### config.mk
export PLATFORM = sky130hd
export DESIGN_NAME = spi_slave_frontend
export DESIGN_NICKNAME = d
export VERILOG_FILES = /design/src/rtl/spi_slave_frontend.sv
export SDC_FILE = /design/constraint.sdc
export NUM_CORES = 1
export LEC_CHECK = 0
export CORE_ASPECT_RATIO = 1.4
export CORE_UTILIZATION = 30
export DETAILED_ROUTE_END_ITERATION = 8
export GPL_TIMING_DRIVEN = 0
export SYNTH_ARGS = -nofsm -noshare
export SYNTH_HDL_FRONTEND = slang
export SYNTH_SLANG_ARGS = --single-unit
### constraint.sdc
create_clock -name clk -period 2.05 [get_ports clk]
set_input_delay 0.615 -clock clk [delete_from_list [all_inputs] [get_ports clk]]
set_output_delay 0.615 -clock clk [all_outputs]
set_load 0.05 [all_outputs]
### src/rtl/spi_slave_frontend.sv
// spi_slave_frontend: SPI slave front end between an external SPI master and
// the single-port SPI RAM. Deserializes 10-bit MOSI command words into
// rx_data/rx_valid. On a read-data command it captures the RAM's tx_data and
// serializes it MSB-first on MISO.
// Optional build macro: SPI_SLAVE_SVA_EN compiles in protocol assertions.
module spi_slave_frontend #(
    parameter int CMD_WIDTH  = 10,
    parameter int DATA_WIDTH = 8
) (
    input  logic                  clk,
    input  logic                  rst_n,
    input  logic                  SS_n,
    input  logic                  MOSI,
    output logic                  MISO,
    output logic [CMD_WIDTH-1:0]  rx_data,
    output logic                  rx_valid,
    input  logic [DATA_WIDTH-1:0] tx_data,
    input  logic                  tx_valid
);

    localparam int TXC_W = (DATA_WIDTH > 1) ? $clog2(DATA_WIDTH) : 1;
    localparam logic [3:0]       LAST_BIT = 4'(CMD_WIDTH - 1);
    localparam logic [3:0]       FULL     = 4'(CMD_WIDTH);
    localparam logic [TXC_W-1:0] TX_LAST  = TXC_W'(DATA_WIDTH - 1);

    typedef enum logic [2:0] {
        IDLE      = 3'd0,
        CHK_CMD   = 3'd1,
        WRITE     = 3'd2,
        READ_ADD  = 3'd3,
        READ_DATA = 3'd4
    } state_t;

    state_t                  r_state;
    state_t                  w_state_nxt;
    logic                    r_rd_addr_done;
    logic [3:0]              r_cnt;        // command bits sampled so far
    logic [CMD_WIDTH-1:0]    r_rx_data;
    logic                    r_rx_valid;
    logic [DATA_WIDTH-1:0]   r_tx_sr;
    logic [TXC_W-1:0]        r_tx_cnt;     // index of the bit currently on MISO
    logic                    r_tx_busy;    // MISO is carrying read data
    logic                    r_tx_done;    // shift-out finished for this frame
    logic                    r_miso;

    assign MISO     = r_miso;
    assign rx_data  = r_rx_data;
    assign rx_valid = r_rx_valid;

    // State register
    always_ff @(posedge clk or negedge rst_n) begin
        if (!rst_n) r_state <= IDLE;
        else        r_state <= w_state_nxt;
    end

    // Next-state: the first command bit picks the branch; SS_n high always wins
    always_comb begin
        w_state_nxt = r_state;
        case (r_state)
            IDLE:    if (!SS_n) w_state_nxt = CHK_CMD;
            CHK_CMD: begin
                if (!MOSI)               w_state_nxt = WRITE;
                else if (r_rd_addr_done) w_state_nxt = READ_DATA;
                else                     w_state_nxt = READ_ADD;
            end
            default: w_state_nxt = r_state;
        endcase
        if (SS_n) w_state_nxt = IDLE;
    end

    // Datapath: command deserializer, rx strobe, read-address tracking, MISO shifter
    always_ff @(posedge clk or negedge rst_n) begin
        if (!rst_n) begin
            r_rd_addr_done <= 1'b0;
            r_cnt          <= '0;
            r_rx_data      <= '0;
            r_rx_valid     <= 1'b0;
            r_tx_sr        <= '0;
            r_tx_cnt       <= '0;
            r_tx_busy      <= 1'b0;
            r_tx_done      <= 1'b0;
            r_miso         <= 1'b0;
        end else begin
            r_rx_valid <= 1'b0;
            if (SS_n) begin
                r_cnt     <= '0;
                r_miso    <= 1'b0;
                r_tx_busy <= 1'b0;
                r_tx_done <= 1'b0;
                // last bit already held a full cycle: the read counts as complete
                if (r_tx_busy && r_tx_cnt == TX_LAST) r_rd_addr_done <= 1'b0;
            end else begin
                case (r_state)
                    CHK_CMD: begin
                        r_rx_data <= {r_rx_data[CMD_WIDTH-2:0], MOSI};
                        r_cnt     <= 4'd1;
                    end
                    WRITE, READ_ADD, READ_DATA: begin
                        if (r_cnt != FULL) begin
                            r_rx_data <= {r_rx_data[CMD_WIDTH-2:0], MOSI};
                            r_cnt     <= r_cnt + 4'd1;
                            if (r_cnt == LAST_BIT) begin
                                r_rx_valid <= 1'b1;
                                if (r_state == READ_ADD) r_rd_addr_done <= 1'b1;
                            end
                        end else if (r_state == READ_DATA) begin
                            if (r_tx_busy) begin
                                if (r_tx_cnt == TX_LAST) begin
                                    r_miso         <= 1'b0;
                                    r_tx_busy      <= 1'b0;
                                    r_tx_done      <= 1'b1;
                                    r_rd_addr_done <= 1'b0;
                                end else begin
                                    r_tx_sr  <= {r_tx_sr[DATA_WIDTH-2:0], 1'b0};
                                    r_miso   <= r_tx_sr[DATA_WIDTH-2];
                                    r_tx_cnt <= r_tx_cnt + 1'b1;
                                end
                            end else if (!r_tx_done && tx_valid) begin
                                r_tx_sr   <= tx_data;
                                r_miso    <= tx_data[DATA_WIDTH-1];
                                r_tx_busy <= 1'b1;
                                r_tx_cnt  <= '0;
                            end
                        end
                    end
                    default: ;
                endcase
            end
        end
    end

`ifdef SPI_SLAVE_SVA_EN
    a_rxv_single: assert property (@(posedge clk) disable iff (!rst_n)
        rx_valid |=> !rx_valid);
    a_rxv_full:   assert property (@(posedge clk) disable iff (!rst_n)
        rx_valid |-> (r_cnt == FULL));
    a_miso_quiet: assert property (@(posedge clk) disable iff (!rst_n)
        !r_tx_busy |-> !MISO);
    a_ss_idle:    assert property (@(posedge clk) disable iff (!rst_n)
        SS_n |=> (r_state == IDLE));
`else
`endif

endmodule
== Yosys cells after proc, flatten, opt, wreduce, memory -nomap -nowiden ==
Index checks and enable logic that the tools add are counted.
Storage, ports and cells
  memories: 0
  input port bits: 13
  latch bits: 0
  RAM bits: 0
  ROM bits: 0
  output and inout port bits: 12
  logic and storage cells: 100
  flip-flop bits (word level): 32
Operators by class
  div/mod/pow operators: 0
  multiply operators: 0
  $lt $le $gt $ge: 0
  $add $sub $neg: 2
  shift-type cells: 0
  equal/unequal tests: 14
  mux-type cells: 48
  bitwise logic cells: 2
  reductions and logical operators: 24
Operators with widths (number)
  $mux W1: 33
  $mux W7: 3
  $pmux W10 S2: 1
  $mux W3: 6
  $reduce_bool A3 Y1: 6
  $reduce_bool A2 Y1: 6
  $mux W10: 1
  $mux W4: 2
  $pmux W4 S2: 1
  $reduce_and A7 Y1: 1
  $eq A3 B2 Y1 const B: 2
  $eq A3 B3 Y1 const B: 2
  $ne A2 B2 Y1 const B: 3
  $ne A3 B2 Y1 const B: 2
  $pmux W3 S2: 1
  $reduce_and A3 Y1: 2
  $reduce_and A6 Y1: 1
  $reduce_and A5 Y1: 1
  $add A4 B1 Y4 const B: 1
  $eq A4 B4 Y1 const B: 1
  $ne A4 B4 Y1 const B: 1
  $reduce_and A4 Y1: 1
  $add A3 B1 Y3 const B: 1
  $eq A3 B1 Y1 const B: 1
  other kinds (8): 10

== Depth between registers and ports, before layout ==
  depth after elaboration: 8
  depth in mapped cells: 7

== Worst setup path after synthesis ==
OpenSTA, ideal clock, no wires.
  path type: input -> register
  start: input tx_valid
  end: register r_tx_sr[0]
  setup slack: 0.237 ns
  arrival time: 1.686 ns
  required time: 1.924 ns
  stages on the path: 4
  cell sequence: or3b_4 > a2111oi_4 > buf_4 > o21ai_0
Between the ends
  cells in the longest elaborated chain, start to end: 3
RTL lines
  start: declaration: RTL line 18  | input logic tx_valid
  $logic_and A1 B1 Y1: RTL line 118  | end else if (!r_tx_done && tx_valid) begin
  $reduce_bool A2 Y1 (no line)
  $reduce_and A6 Y1 (no line)
  end signal: assignment: RTL line 114  | r_tx_sr <= {r_tx_sr[DATA_WIDTH-2:0], 1'b0};
  end signal: assignment: RTL line 119  | r_tx_sr <= tx_data;
  end: declaration: RTL line 40  | logic [DATA_WIDTH-1:0] r_tx_sr;
Every way passes these cells.
A chain may end at the register's enable or synchronous reset.

== Worst setup path after layout ==
  start: register r_cnt[0]
  end: register r_rx_data[5], in the netlist rx_data[5]
Between the ends
  cells in the longest elaborated chain, start to end: 3
RTL lines
  start: declaration: RTL line 37  | logic [3:0] r_cnt;
  start signal: assignment: RTL line 101  | r_cnt <= r_cnt + 4'd1;
  $ne A4 B4 Y1: RTL line 99  | if (r_cnt != FULL) begin
  $ne A2 B2 Y1 (no line)
  $reduce_and A3 Y1 (no line)
  end signal: assignment: RTL line 95  | r_rx_data <= {r_rx_data[CMD_WIDTH-2:0], MOSI};
  end signal: assignment: RTL line 100  | r_rx_data <= {r_rx_data[CMD_WIDTH-2:0], MOSI};
  end: declaration: RTL line 38  | logic [CMD_WIDTH-1:0] r_rx_data;
Every way passes these cells.

==> results.cfg <==
[status]
status = completed

[worst_hold_path]
hold_path.class = in2async

[synth]
synth_top_area_frac = 0.486
async_flop_share = 1.00
synth_edf_count = 0
yosys_register_bits = 32
ys.flop_type = dfrtp_1
synth_area_leaders = dfrtp_1 (49%), mux2_2 (6.8%), ha_1 (4.6%)
syn_area_sq_mm = 0.00165
synth.distinct_cells = 39
avgSynthCellArea_sq_um = 11.1
seq_area_frac_synth = 0.486
yosys.area.top_type = dfrtp_1
yosys_warnings = 0
synth_cells = 149
synth_nets = 168

[drt]
drc = 0
routedWlPerCell_um = 12.3
wl_um = 3080
drt-initial-drc-count = 23
vias_per_cell = 4.83
vias = 1207
drtPass1Iterations = 4
ant_nets = 0

[sta]
fin_crit_sh = 0.934
hold_slack_ns = 0.375
hold_violations = 0
worst_pin_slew_ns = 0.716
setup_viol = 0
skew_ns = 0.00792
fmax_mhz = 522
slew_violations = 0
rsz0062_at_grt = no
relSlewSlack = 0.523
layout_min_cycle_time_ns = 1.91
worst_slack_ns = 0.135

[setup_path]
cp_max_fo = 10
start_kind = flop
required_ns = 2.22
crit_arrival_ns = 2.08
worstSetupPathType = reg2reg
endpoint_kind = flop

[pwr]
clockPowerShare = 0.241
ir_drop_uv = 591
leakagePower_nw = 0.937
p_seq_frac = 0.405
combPwrFrac = 0.354
swShare = 0.392
power_per_cell_area_mw_per_mm2 = 999
internal_power_w = 0.00126
power.switching_w = 0.000815

[place]
hpwlAfterDp_um = 2110
dpl_cell_area_sq_mm = 0.00196
pre_cts_slack_ns = -0.369
numPortBuffers = 23
gp_congestion = 0.771

[final_layout]
utilization = 0.397
final_common_cell = dfrtp_1
diodes = 0
fin_area_sq_mm = 0.00208
n_fill_cell = 525
final_layout_size_suffix_gt1_frac = 0.223
layout.nets = 202
syn_to_final_growth_pct = 26.1
final_cell_mix = dfrtp_1 (32), nor2_1 (15), dlygate4sd2_1 (11)

[global_route]
antenna_found_initial = 0
grt_max_degree = 33
grt_pass1_vias = 1155
grt_overflow_total = 0
grt_pass1_wl_um = 5380
grtUsageTotal = 0.119

[floorplan]
die_h_um = 89.7
dieArea_sq_mm = 0.00580
initial_utilization = 0.315
core_area_sq_mm = 0.00524
die_w_um = 64.7
ios = 25
rows = 31

[clock_tree]
cts_made_buffers = 5
ctsHoldBuffers = 0
cts_tree = yes
cts_htree_levels = 2
clk_pin_slew_ns = 0.07
cts.sink_count = 32
insertion_delay_ns = 0.29
clk_path_buf_depth = 2
root_buffer = clkbuf_8

[job]
max_cap_viol_count = 0
## synth_stat cells (4+ instances only)
library cell	count
o21ai_0	6
nand3b_1	4
clkbuf_1	4
dfrtp_1	32
mux2_2	10
nor2_1	15
nand3_1	7
inv_1	10
a21oi_1	6
mux2i_1	7
nand2b_1	4
ha_1	6
a21oi_2	6
## cell families after synthesis
logic type                 Yosys count  synth area share
and+or+nand+nor                     43             0.146
DFF                                 32             0.486
buffers and inverters               18            0.0531
muxes                               17             0.111
AOI/OAI and AO/OA                   33             0.159
adders and majority gates            6            0.0455
## registers in the layout (all words and copies together), names as in the netlist
name / count
rx_valid: 1
r_rd_addr_done: 1
r_tx_done: 1
r_tx_sr: 7
r_tx_busy: 1
MISO: 1
rx_data: 10
r_tx_cnt: 3
r_cnt: 4
r_state: 3
## power groups by stage
stage / combinational, W / sequential, W / clock, W
after floorplan: 0.000219 / 0.00117 / 0
after global placement: 0.000808 / 0.000853 / 0
after detailed placement: 0.000809 / 0.000855 / 0
after CTS: 0.000744 / 0.000842 / 0.000517
after global routing: 0.000782 / 0.000860 / 0.000542
final: 0.000736 / 0.000841 / 0.000500
## critical path: stages (launching register included)
cell and delay (ns):
dfrtp_1 0.42, inv_1 0.08, ha_1 0.22, nand3b_1 0.19, o21ai_2 0.16, a21oi_4 0.35
mux2_2 0.37
## through the flow
step / power (W) / cells / TNS (ns)
floorplan: 0.00139 / 149 / 0
finish: 0.00208 / 250 / 0
global route: 0.00218 / 250 / 0
detailed placement: 0.00166 / 238 / -3.63
CTS: 0.00210 / 246 / 0
global placement: 0.00166 / 238 / -14.99
## cell type report
class | count | area, sq um | area share
Tap cell | 66 | 82.6 | 0.0397
Clock buffer | 6 | 82.6 | 0.0397
Timing Repair Buffer | 27 | 246 | 0.119
Inverter | 10 | 37.5 | 0.0181
Clock inverter | 2 | 10.0 | 0.00481
Sequential cell | 32 | 801 | 0.385
Multi-Input combinational cell | 99 | 766 | 0.368
Buffer | 8 | 53.8 | 0.0259
## timing repair
action | in CTS | in global routing
gates resized for setup | 14 | 5
setup endpoints to repair | 21 | 12
pin swaps | 1 | 1
cloned | 0 | 2
setup buffers | 0 | 2
## worst paths after layout
check                            from  cells after the start  slack (ns)          to
max                          r_cnt[0]                      6        0.14  rx_data[5]
min                             rst_n                      1        0.37    rx_valid
max reg2reg                  r_cnt[0]                      6        0.14  rx_data[5]
min reg2reg                rx_data[9]                      1        0.51  rx_data[9]
max in group asynchronous       rst_n                      1        1.21  rx_data[7]
min in group clk           rx_data[9]                      1        0.51  rx_data[9]
## routing by layer
| layer | GRT usage | vias to the layer above | part of all wire |
|---|---|---|---|
| met2 | 0.187 | 23 | 0.48 |
| met5 | 0 | - | 0 |
| met1 | 0.147 | 581 | 0.46 |
| met4 | 0.0574 | 0 | 0.021 |
| met3 | 0.0330 | 6 | 0.038 |
| li1 | - | 597 | - |
(Power assumes the default switching activity.)
